==> config.mk <==
export PLATFORM = sky130hd
export DESIGN_NAME = imem_loader
export DESIGN_NICKNAME = d
export VERILOG_FILES = /design/src/rtl/loader_pkg.sv /design/src/rtl/byte_packer.sv /design/src/rtl/imem_loader.sv
export SDC_FILE = /design/constraint.sdc
export NUM_CORES = 1
export LEC_CHECK = 0
export BUFFER_PORTS_ARGS = -buffer_cell sky130_fd_sc_hd__buf_2
export CORE_ASPECT_RATIO = 0.6
export CORE_MARGIN = 8
export CORE_UTILIZATION = 30
export DETAILED_ROUTE_END_ITERATION = 10
export GPL_TIMING_DRIVEN = 0
export SLEW_MARGIN = 20
export SYNTH_ARGS = -nofsm -noshare
export SYNTH_HDL_FRONTEND = slang
export SYNTH_SLANG_ARGS = --single-unit
==> constraint.sdc <==
create_clock -name clk -period 4.6 [get_ports clk]
set_clock_uncertainty 0.05 [all_clocks]
set_input_delay 0.23 -clock clk [delete_from_list [all_inputs] [get_ports clk]]
set_output_delay 0.23 -clock clk [all_outputs]
set_load 0.005 [all_outputs]
==> src/rtl/loader_pkg.sv <==
// rtl/loader_pkg.sv - shared types and constants for the instruction-memory loader
package loader_pkg;

    typedef enum logic [2:0] {
        IDLE,
        LEN_HI,
        LEN_LO,
        DATA,
        HOLD,
        RUN,
        ERR
    } state_t;

    localparam logic [7:0] DEFAULT_SYNC_BYTE = 8'hA5;
    localparam int         LEN_W             = 16;

    // A frame may fill the memory exactly but never exceed it.
    function automatic logic len_too_big(input logic [LEN_W-1:0] len, input int addr_w);
        return 32'(len) > (32'd1 << addr_w);
    endfunction

endpackage

==> src/rtl/byte_packer.sv <==
// rtl/byte_packer.sv - packs four bytes, most-significant first, into a 32-bit word
module byte_packer (
    input  logic        clk,
    input  logic        reset,
    input  logic [7:0]  byte_in,
    input  logic        strobe,
    input  logic        clear,
    output logic [31:0] word,
    output logic        word_valid
);

    logic [1:0]  idx;
    logic [23:0] shift;

    // The word completes combinationally on the fourth byte so the loader can
    // register the write on the very same edge.
    assign word_valid = strobe && !clear && (idx == 2'd3);
    assign word       = {shift, byte_in};

    // Byte index and shift register; clear drops any partial word.
    always_ff @(posedge clk or posedge reset) begin
        if (reset) begin
            idx   <= 2'd0;
            shift <= 24'd0;
        end else if (clear) begin
            idx   <= 2'd0;
        end else if (strobe) begin
            idx   <= idx + 2'd1;
            shift <= {shift[15:0], byte_in};
        end
    end

endmodule

==> src/rtl/imem_loader.sv <==
// rtl/imem_loader.sv - boot loader writing a framed byte stream into instruction memory
module imem_loader
    import loader_pkg::*;
#(
    parameter int         ADDR_W    = 10,
    parameter int         RST_HOLD  = 4,
    parameter logic [7:0] SYNC_BYTE = DEFAULT_SYNC_BYTE
) (
    input  logic              clk,
    input  logic              reset,
    input  logic [7:0]        rx_data,
    input  logic              rx_valid,
    output logic              rx_ready,
    output logic              im_we,
    output logic [ADDR_W-1:0] im_addr,
    output logic [31:0]       im_wdata,
    output logic              cpu_reset,
    output logic              load_done,
    output logic              load_err,
    output logic [ADDR_W:0]   word_cnt
);

    localparam logic [7:0]    HOLD_LOAD = 8'(RST_HOLD - 1);
    localparam logic [ADDR_W:0] CNT_ONE = (ADDR_W+1)'(1);

    state_t           state;
    logic [LEN_W-1:0] len;
    logic [LEN_W-1:0] len_next;
    logic [7:0]       hold_cnt;
    logic             xfer;
    logic [31:0]      packed_word;
    logic             word_valid;
    logic [ADDR_W:0]  cnt_inc;

    assign xfer     = rx_valid && rx_ready;
    assign len_next = {len[15:8], rx_data};
    assign cnt_inc  = word_cnt + CNT_ONE;

    byte_packer u_packer (
        .clk        (clk),
        .reset      (reset),
        .byte_in    (rx_data),
        .strobe     (xfer && (state == DATA)),
        .clear      (state != DATA),
        .word       (packed_word),
        .word_valid (word_valid)
    );

    // Frame FSM; every output is registered alongside the transition that sets it.
    always_ff @(posedge clk or posedge reset) begin
        if (reset) begin
            state     <= IDLE;
            len       <= '0;
            hold_cnt  <= 8'd0;
            rx_ready  <= 1'b0;
            im_we     <= 1'b0;
            im_addr   <= '0;
            im_wdata  <= 32'd0;
            cpu_reset <= 1'b1;
            load_done <= 1'b0;
            load_err  <= 1'b0;
            word_cnt  <= '0;
        end else begin
            im_we <= 1'b0;
            case (state)
                IDLE: begin
                    rx_ready <= 1'b1;
                    if (xfer && rx_data == SYNC_BYTE) begin
                        state <= LEN_HI;
                    end
                end
                LEN_HI: begin
                    if (xfer) begin
                        len[15:8] <= rx_data;
                        state     <= LEN_LO;
                    end
                end
                LEN_LO: begin
                    if (xfer) begin
                        len[7:0] <= rx_data;
                        if (len_next == '0) begin
                            state    <= HOLD;
                            rx_ready <= 1'b0;
                            hold_cnt <= HOLD_LOAD;
                        end else if (len_too_big(len_next, ADDR_W)) begin
                            state    <= ERR;
                            rx_ready <= 1'b0;
                            load_err <= 1'b1;
                        end else begin
                            state <= DATA;
                        end
                    end
                end
                DATA: begin
                    if (word_valid) begin
                        im_we    <= 1'b1;
                        im_addr  <= word_cnt[ADDR_W-1:0];
                        im_wdata <= packed_word;
                        word_cnt <= cnt_inc;
                        if (LEN_W'(cnt_inc) == len) begin
                            state    <= HOLD;
                            rx_ready <= 1'b0;
                            hold_cnt <= HOLD_LOAD;
                        end
                    end
                end
                HOLD: begin
                    if (hold_cnt == 8'd0) begin
                        state     <= RUN;
                        cpu_reset <= 1'b0;
                        load_done <= 1'b1;
                    end else begin
                        hold_cnt <= hold_cnt - 8'd1;
                    end
                end
                default: begin
                    // RUN and ERR hold until reset.
                end
            endcase
        end
    end

endmodule

==> metrics, run 1 <==
status finished clean; dpl cells 705; CTS sink cnt 111; Slew Limit Fails 0; drt drc 0; part of the cycle the worst path needs 65.66%; Ant. Diodes 0; Final Wtd Congestion 0.8033; die area 0.02063 mm^2; Port Buf Inserts 68; 1st-iter DRT viols 291; Pwr Density 479.5 mW/mm^2; startpoint types flip-flop; largest net degree at the start of global routing 80; synthesized flop and latch total 111; worst path arrival time 3.27 ns; Max VDD drop 0.0002280 V; drt pass-1 iters 4; worst skew pair latency 0.36 ns; worst hold path type in2reg; max cap viols 0; ANT nets after route 0; CTS tree yes; Gate Count Post-Synth 427; Die Ht 114.5 um; vias in the first global route 3,608; syn avg cell area 11.36 um^2; Die W 180.2 um; sequential-to-total area share from yosys stat 57.29%; proportion of layout cells with a drive suffix above 1 31.97%; Top Ports 69; fin cells 722; Worst Path Required 4.85 ns; synth warn 0; GRT Util Overall 11.82%; Syn-to-layout area delta 19.86%; routed len/inst 16.40 um; hold violation count in the final report 0; Synth top area share 56.74%; vias per cell 4.747; antenna violations before repair 0; Crit Path Class reg2reg; Setup TNS 0 ns; setup ws final 1.579 ns; P_leak 2.914 nW; Final #Nets 523; Starting Density 30.25%; HPWL after DPL 8728 um; top-count cell post-synth dfrtp_1; CP endpoint kind flip-flop; ys flop type dfrtp_1; Num CTS Buffers 9; fmax 331.1 MHz; Commonest cells post-synth 110 x dfrtp_1, 97 x nand2_1, 57 x mux2_2; clk buf depth 2; Synth area leaders dfrtp_1 57%, mux2_2 13%, nand2_1 7.5%; number of flops mapped to enable cells by yosys 0; root buf cell clkbuf_16; core area 0.01604 mm^2; Synth cell types 52; H-Tree Depth 3; syn_nets 442; Rel. slew slack 42.92%; crit path max fanout 10; DP Worst Slack 1.534 ns; min Tclk post-route 3.021 ns; drt total wl 11,840 um; PostCTS Resize Cnt 0; Setup Viol. Count Final 0; RSZ-0062 raised after global routing false; Worst-path clk slew 0.09 ns; GRT overflow 0; via count 3,427; Netlist Area Pre-Place 0.004851 mm^2; post-synth top area cell dfrtp_1; Placement Rows 36; first-pass GRT wire length 19,490 um; Post-synth ARST share 100.0%; actual slew at the worst max-slew pin 0.8531 ns
area by class of cell:
cell class                 instances  area [um^2]
fill                            1613        10220
sequential                       111         2779
multi-input combinational        292         1972
timing repair buffer              70        377.9
tap                              209        261.5
clock buffer                       9        225.2
clock inverter                     7        93.84
buffer                            17        73.82
inverter                           7        31.28
cell usage in the layout, fill, tap and decap left out, types with 3 or more instances in the layout:
cell,Yosys,layout
clkbuf_16,0,9
inv_6,0,3
nand2b_1,7,7
nor3_1,5,5
nand3_1,7,7
nand2_1,97,97
dfrtp_1,110,110
inv_1,6,5
a31oi_1,6,6
o21ai_0,7,7
xnor2_1,17,17
mux2_2,57,57
nor2_1,24,24
clkbuf_1,9,9
clkinv_8,0,3
xor2_1,8,8
a21oi_1,9,9
ha_1,4,4
nor4_1,3,3
buf_2,7,75
sequential cells by signal, indices dropped and copies added, names as in the netlist:
name            cells
im_wdata           32
load_err            1
im_we               1
rx_ready            1
load_done           1
cpu_reset           1
word_cnt           11
hold_cnt            8
im_addr            10
u_packer.shift     24
len                16
u_packer.idx        2
state               3
path summary, 6_finish.rpt:
check	start	end	slack, ns	cells past startpoint
min	rx_valid	u_packer.idx[1]	0.12	3
min in group asynchronous	reset	state[0]	0.36	3
min reg2reg	load_done	load_done	0.41	1
max	state[1]	im_wdata[24]	1.58	10
max reg2reg	state[1]	im_wdata[24]	1.58	10
max in group asynchronous	reset	len[6]	3.46	4
stage by stage:
stage	util (%)	area, um^2	power, mW	hold WS (ns)
2_1_floorplan	-	4851	1.806	0.3306
3_3_place_gp	34.00	5453	1.942	0.3973
3_5_place_dp	34.21	5485	1.986	0.1911
4_1_cts	36.26	5814	2.814	0.09473
5_1_grt	36.26	5814	2.950	0.1168
6_report	36.26	5814	2.788	0.1164
cell families after synthesis:
family / synth area share [%]
DFF: 57.29
muxes: 13.23
adders and majority gates: 1.032
buffers and inverters: 2.063
and+or+nand+nor: 15.30
AOI/OAI and AO/OA: 6.577
xor gates and xnor gates: 4.514
what timing repair did:
action | 4_1_cts | 5_1_grt
setup endpoints to repair | 0 | 0
setup buffers | 0 | 0
hold endpoints to repair | 31 | 0
hold buffers | 1 | 0
routing by layer:
layer  up-vias  routed length [um]  global-route usage (%)
met4         0                  72                   2.577
met5         -                   0                       0
met3         8                 606                   3.390
met1      1731                5914                   16.25
met2        65                5251                   18.20
li1       1623                   -                       -
report_power, final:
part,total [mW],internal [mW],switching [mW]
clock network,0.818,0.398,0.420
logic,0.615,0.311,0.304
registers,1.35,1.18,0.177
worst max-delay path: stages (launching register included):
cell and delay [ns]:
dfrtp_1 0.32, buf_2 0.20, nor2b_1 0.38, nand2_1 0.15, nor2_1 0.47, nand2_1 0.32, inv_2 0.28, buf_2 0.32
buf_2 0.29, nand2_1 0.09, nand2_1 0.08
Power figures use the tool's default switching activity.
==> run 2: changes to the inputs <==
==> constraint.sdc (replaced) <==
create_clock -name clk -period 2.6 [get_ports clk]
set_clock_uncertainty 0.05 [all_clocks]
set_input_delay 0.13 -clock clk [delete_from_list [all_inputs] [get_ports clk]]
set_output_delay 0.13 -clock clk [all_outputs]
set_load 0.005 [all_outputs]
==> metrics, run 2 (same netlist as run 1, synthesis figures left out) <==
CP Cell Sequence or4_4 > a2111oi_4 > nand4_1 > or4_4 > o31ai_4 > o21ai_2 > a21bo_1; largest net degree at the start of global routing 35 (-56%); fin cells 727 (+0.69%); Setup Viol. Count Final 0 (unchanged); Top Ports 69 (unchanged); first-pass GRT wire length 20,170 um (+3.5%); drt total wl 12,130 um (+2.4%); Ant. Diodes 0 (unchanged); Sequential Power Share 48.9% (+0.3 points); Switch Pwr 1.554 mW (+72%); Port Buf Inserts 68 (unchanged); HPWL after DPL 9095 um (+4.2%); GRT overflow 0 (unchanged); setup ws final 0.09253 ns (-1.487 ns); WHS Path Cells 3 (unchanged); drt pass-1 iters 4 (unchanged); Final Wtd Congestion 0.8174 (+1.8%); vias per cell 4.755 (+0.18%); Syn-to-layout area delta 21.95%; reg2reg path depth 7 (-3); most common cell after layout, fill and taps aside dfrtp_1; max FFs per register 32 (unchanged); most frequent cells in the layout 107 x dfrtp_1, 96 x nand2_1, 75 x buf_2, 57 x mux2_2, 22 x nor2_1; M2 GR Usage 19.38% (+1.2 points); Placement Rows 36 (unchanged); Hold Slack 0.03317 ns (-0.08325 ns); status finished clean; actual slew at the worst max-slew pin 0.8584 ns (+0.005330 ns); hold violation count in the final report 0 (unchanged); Final #Nets 528 (+0.96%); part of the cycle the worst path needs 96.44% (+31 points); max cap viols 0 (unchanged); Most Crowded Layer GR met2; met1 Use GR 16.03% (-0.22 points); 1st-iter DRT viols 207 (-29%); crit path max fanout 5 (-5); Gate power share 24.2% (+2.1 points); Worst Path Required 2.79 ns (-2.06 ns); via count 3,457 (+0.88%); Worst-path clk slew 0.07 ns (-0.02 ns); Pwr Density 828.6 mW/mm^2 (+73%); biggest registers after layout im_wdata: 32 flops, u_packer.shift: 24 flops, len: 16 flops; ANT nets after route 0 (unchanged); Max stage delay on crit path 0.57 ns (+0.10 ns); Num CTS Buffers 9 (unchanged); vias in the first global route 3,759 (+4.2%); Die Ht 114.5 um (unchanged); register with the most flip-flops im_wdata; antenna violations before repair 0 (unchanged); slowest CP cell or4_4; Max VDD drop 0.0003991 V (+75%); Worst path most repeated cell or4_4; CP endpoint kind flip-flop; RSZ-0062 raised after global routing false; fmax 398.8 MHz (+20%); worst skew pair latency 0.35 ns (about the same); GR Util met3 3.454% (+0.063 points); DP Worst Slack -0.4738 ns (-2.008 ns); die area 0.02063 mm^2 (unchanged); Starting Density 30.25% (unchanged); Rel. slew slack 42.56% (-0.36 points); Setup TNS 0 ns (unchanged); startpoint types flip-flop; core area 0.01604 mm^2 (unchanged); Internal 3.347 mW (+77%); GRT Util Overall 12.25% (+0.43 points); CTS tree yes; Crit Path Class reg2reg; routed len/inst 16.68 um (+1.7%); dpl cells 707 (+0.28%); worst path arrival time 2.70 ns (-0.57 ns); CTS sink cnt 111 (unchanged); Clock Power Share 27.0% (-2.3 points); Slew Limit Fails 0 (unchanged); Die W 180.2 um (unchanged); P_leak 2.948 nW (+1.1%); H-Tree Depth 3 (unchanged); sw frac 31.71% (-0.62 points); Power, Total 4.902 mW (+76%); clk buf depth 2 (unchanged); drt drc 0 (unchanged); worst hold path type in2reg; root buf cell clkbuf_16; min Tclk post-route 2.507 ns (-0.5131 ns); proportion of layout cells with a drive suffix above 1 35.14% (+3.2 points)
## run 2: changes by cell type in the layout (fill, tap and decap cells not counted), sizes merged
cell,before,now
inv,11,9
clkinvlp,0,2
buf,76,83
clkbuf,19,17
## run 2: critical path, delay by kind of cell (launching register included)
family	cells	cell delay, ns
AND/OR/NAND/NOR	3	1.16
AO/OA/AOI/OAI	4	0.81
flip-flops	1	0.38
## run 2: power groups by stage
stage,Combinational (mW),Clock [mW],Sequential (mW)
floorplan,0.873,0,2.32
global placement,1.04,0,2.40
detailed placement,1.12,0,2.42
CTS,1.18,1.36,2.39
global route,1.31,1.43,2.45
finish,1.19,1.32,2.39
## run 2: path summary, 6_finish.rpt
| path | start | to | slack [ns] |
|---|---|---|---|
| min | rx_valid | u_packer.idx[1] | 0.03 |
| max reg2reg | len[15] | hold_cnt[2] | 0.09 |
| max | len[15] | hold_cnt[2] | 0.09 |
| min reg2reg | load_done | load_done | 0.41 |
| min in group asynchronous | reset | im_wdata[10] | 0.25 |
| max in group asynchronous | reset | cpu_reset | 1.45 |
## run 2: metrics by stage
step	utilization (%)	area (um^2)
2_1_floorplan	-	4861
3_3_place_gp	34.07	5463
3_5_place_dp	34.44	5523
4_1_cts	36.81	5903
5_1_grt	36.89	5916
6_report	36.89	5916
## run 2: repair_timing
item | in CTS | in global routing
resized for setup | 14 | 6
endpoints found under the setup margin | 83 | 29
hold buffers | 1 | 0
setup buffers | 5 | 0
hold endpoints to repair | 15 | 0
pin swaps | 8 | 4
## run 2: area by class of cell
type | count | area, um^2
tap | 209 | 261.5
multi-input combinational | 292 | 2041
clock buffer | 9 | 225.2
timing repair buffer | 77 | 451.7
sequential | 111 | 2783
buffer | 15 | 66.31
inverter | 7 | 32.53
fill | 1587 | 10120
clock inverter | 7 | 55.05
## run 2: routing by layer
metal / vias up / share of wire (%)
met5: - / 0
met4: 0 / 1.6
met3: 14 / 4.5
met2: 73 / 45
met1: 1745 / 49
li1: 1625 / -
==> run 3: changes to the inputs <==
--- a/config.mk
+++ b/config.mk
@@ -6,7 +6,7 @@
 export NUM_CORES = 1
 export LEC_CHECK = 0
 export BUFFER_PORTS_ARGS = -buffer_cell sky130_fd_sc_hd__buf_2
-export CORE_ASPECT_RATIO = 0.6
+export CAP_MARGIN = 20
 export CORE_MARGIN = 8
 export CORE_UTILIZATION = 30
 export DETAILED_ROUTE_END_ITERATION = 10
==> metrics, run 3 (same netlist as run 1, synthesis figures left out) <==
most frequent cells in the layout 109 x dfrtp_1, 96 x nand2_1, 75 x buf_2, 57 x mux2_2, 22 x nor2_1; Ant. Diodes 0 (unchanged); Die Ht 143.2 um (+25%); root buf cell clkbuf_16; biggest registers after layout im_wdata: 32 flops, u_packer.shift: 24 flops, len: 16 flops; Placement Rows 46 (+28%); Final Wtd Congestion 0.8268 (+1.1%); die area 0.02049 mm^2 (-0.64%); Die W 143.2 um (-21%); Worst-path clk slew 0.08 ns (about the same); HPWL after DPL 8463 um (-6.9%); Rel. slew slack 52.06% (+9.5 points); max FFs per register 32 (unchanged); multi-input logic area 0.002038 mm^2 (-0.12%); proportion of layout cells with a drive suffix above 1 34.94% (-0.19 points); Setup Viol. Count Final 0 (unchanged); fmax 397.1 MHz (-0.44%); first-pass GRT wire length 19,530 um (-3.2%); status finished clean; filler cell count 1,559 (-1.8%); H-Tree Depth 3 (unchanged); fin cells 734 (+0.96%); Pwr Density 841.0 mW/mm^2 (+1.5%); vias in the first global route 3,693 (-1.8%); CTS tree yes; register with the most flip-flops im_wdata; drt pass-1 iters 4 (unchanged); antenna violations before repair 0 (unchanged); worst skew pair latency 0.35 ns (about the same); 1st-iter DRT viols 219 (+5.8%); Setup TNS 0 ns (unchanged); Num CTS Buffers 9 (unchanged); reg2reg path depth 7 (unchanged); GRT Util Overall 12.18% (-0.077 points); core area 0.01583 mm^2 (-1.3%); Starting Density 30.65% (+0.40 points); crit path max fanout 6 (+1); hold violation count in the final report 0 (unchanged); largest net degree at the start of global routing 37 (+5.7%); register area 0.002780 mm^2 (about the same); CTS sink cnt 111 (unchanged); P_leak 2.979 nW (+1.1%); part of the cycle the worst path needs 96.87% (+0.43 points); dpl cells 714 (+0.99%); Slew Limit Fails 0 (unchanged); WHS Path Cells 3 (unchanged); worst hold path type in2reg; Final #Nets 529 (+0.19%); routed len/inst 16.08 um (-3.6%); Worst Path Required 2.79 ns (about the same); GRT overflow 0 (unchanged); max cap viols 0 (unchanged); Port Buf Inserts 68 (unchanged); drt total wl 11,800 um (-2.7%); Top Ports 69 (unchanged); Syn-to-layout area delta 22.59%; RSZ-0062 raised after global routing true; worst path arrival time 2.71 ns (about the same); actual slew at the worst max-slew pin 0.7164 ns (-0.1420 ns); min Tclk post-route 2.519 ns (+0.01109 ns); Power, Total 5.001 mW (+2.0%); ANT nets after route 0 (unchanged); Max VDD drop 0.0003856 V (-3.4%); most common cell after layout, fill and taps aside dfrtp_1; drt drc 0 (unchanged); via count 3,471 (+0.40%); startpoint types flip-flop; clk buf depth 2 (unchanged); Crit Path Class reg2reg; CP endpoint kind flip-flop; vias per cell 4.729 (-0.55%)
-- run 3: changes by cell type in the layout (fill, tap and decap cells not counted), sizes merged --
cell      before  now
clkinv         3    0
clkbuf        17   18
bufinv         0    1
clkinvlp       2    3
-- run 3: critical path, cell delays in order, from the launching register on --
cell and delay [ns]:
dfrtp_2 0.37, ha_2 0.23, nand3_2 0.17, o41a_1 0.46, or4_4 0.53, o31ai_4 0.31
o21ai_2 0.09, a21bo_1 0.20
-- run 3: through the flow --
stage	hold WS [ns]	util, %	cell area, um^2	setup slack (ns)
after floorplan	0.2306	-	4861	0.02102
final	0.01924	37.57	5947	0.08144
after CTS	0.004755	37.38	5916	0.01325
after global routing	0.02216	37.57	5947	-0.02661
after global placement	0.3791	34.57	5472	-0.4002
after detailed placement	0.1688	34.95	5532	-0.4838
-- run 3: area by class of cell --
type	instances	area share [%]
Buffer	16	1.220
Clock buffer	9	3.787
Clock inverter	6	1.283
Inverter	7	0.5470
Multi-Input combinational cell	292	34.27
Sequential cell	111	46.75
Tap cell	216	4.544
Timing Repair Buffer	77	7.595
-- run 3: final timing paths --
check	end	slack, ns	from
max in group asynchronous	cpu_reset	1.58	reset
setup reg to reg	hold_cnt[2]	0.08	word_cnt[0]
hold reg to reg	im_wdata[30]	0.42	im_wdata[30]
min in group asynchronous	im_wdata[3]	0.32	reset
hold / removal	u_packer.idx[1]	0.02	rx_valid
setup / recovery	hold_cnt[2]	0.08	word_cnt[0]
-- run 3: what timing repair did --
action | CTS | global route
endpoints found under the hold margin | 19 | 0
pin swaps | 6 | 3
endpoints found under the setup margin | 82 | 36
hold buffers | 1 | 0
buffers inserted | 5 | 0
resized for setup | 11 | 8
-- run 3: routing by layer --
layer / up-vias / track usage, % / share of wire [%] / wire length (um)
met4: 0 / 3.915 / 1.4 / 160
li1: 1635 / - / - / -
met3: 15 / 3.506 / 4.6 / 537
met1: 1740 / 14.99 / 46 / 5399
met2: 81 / 20.07 / 48 / 5703
met5: - / 0 / 0 / 0
-- run 3: power by group --
part / switching, mW / internal, mW / total [mW]
logic: 0.573 / 0.607 / 1.18
registers: 0.315 / 2.08 / 2.40
clock network: 0.661 / 0.760 / 1.42
total: 1.55 / 3.45 / 5.00
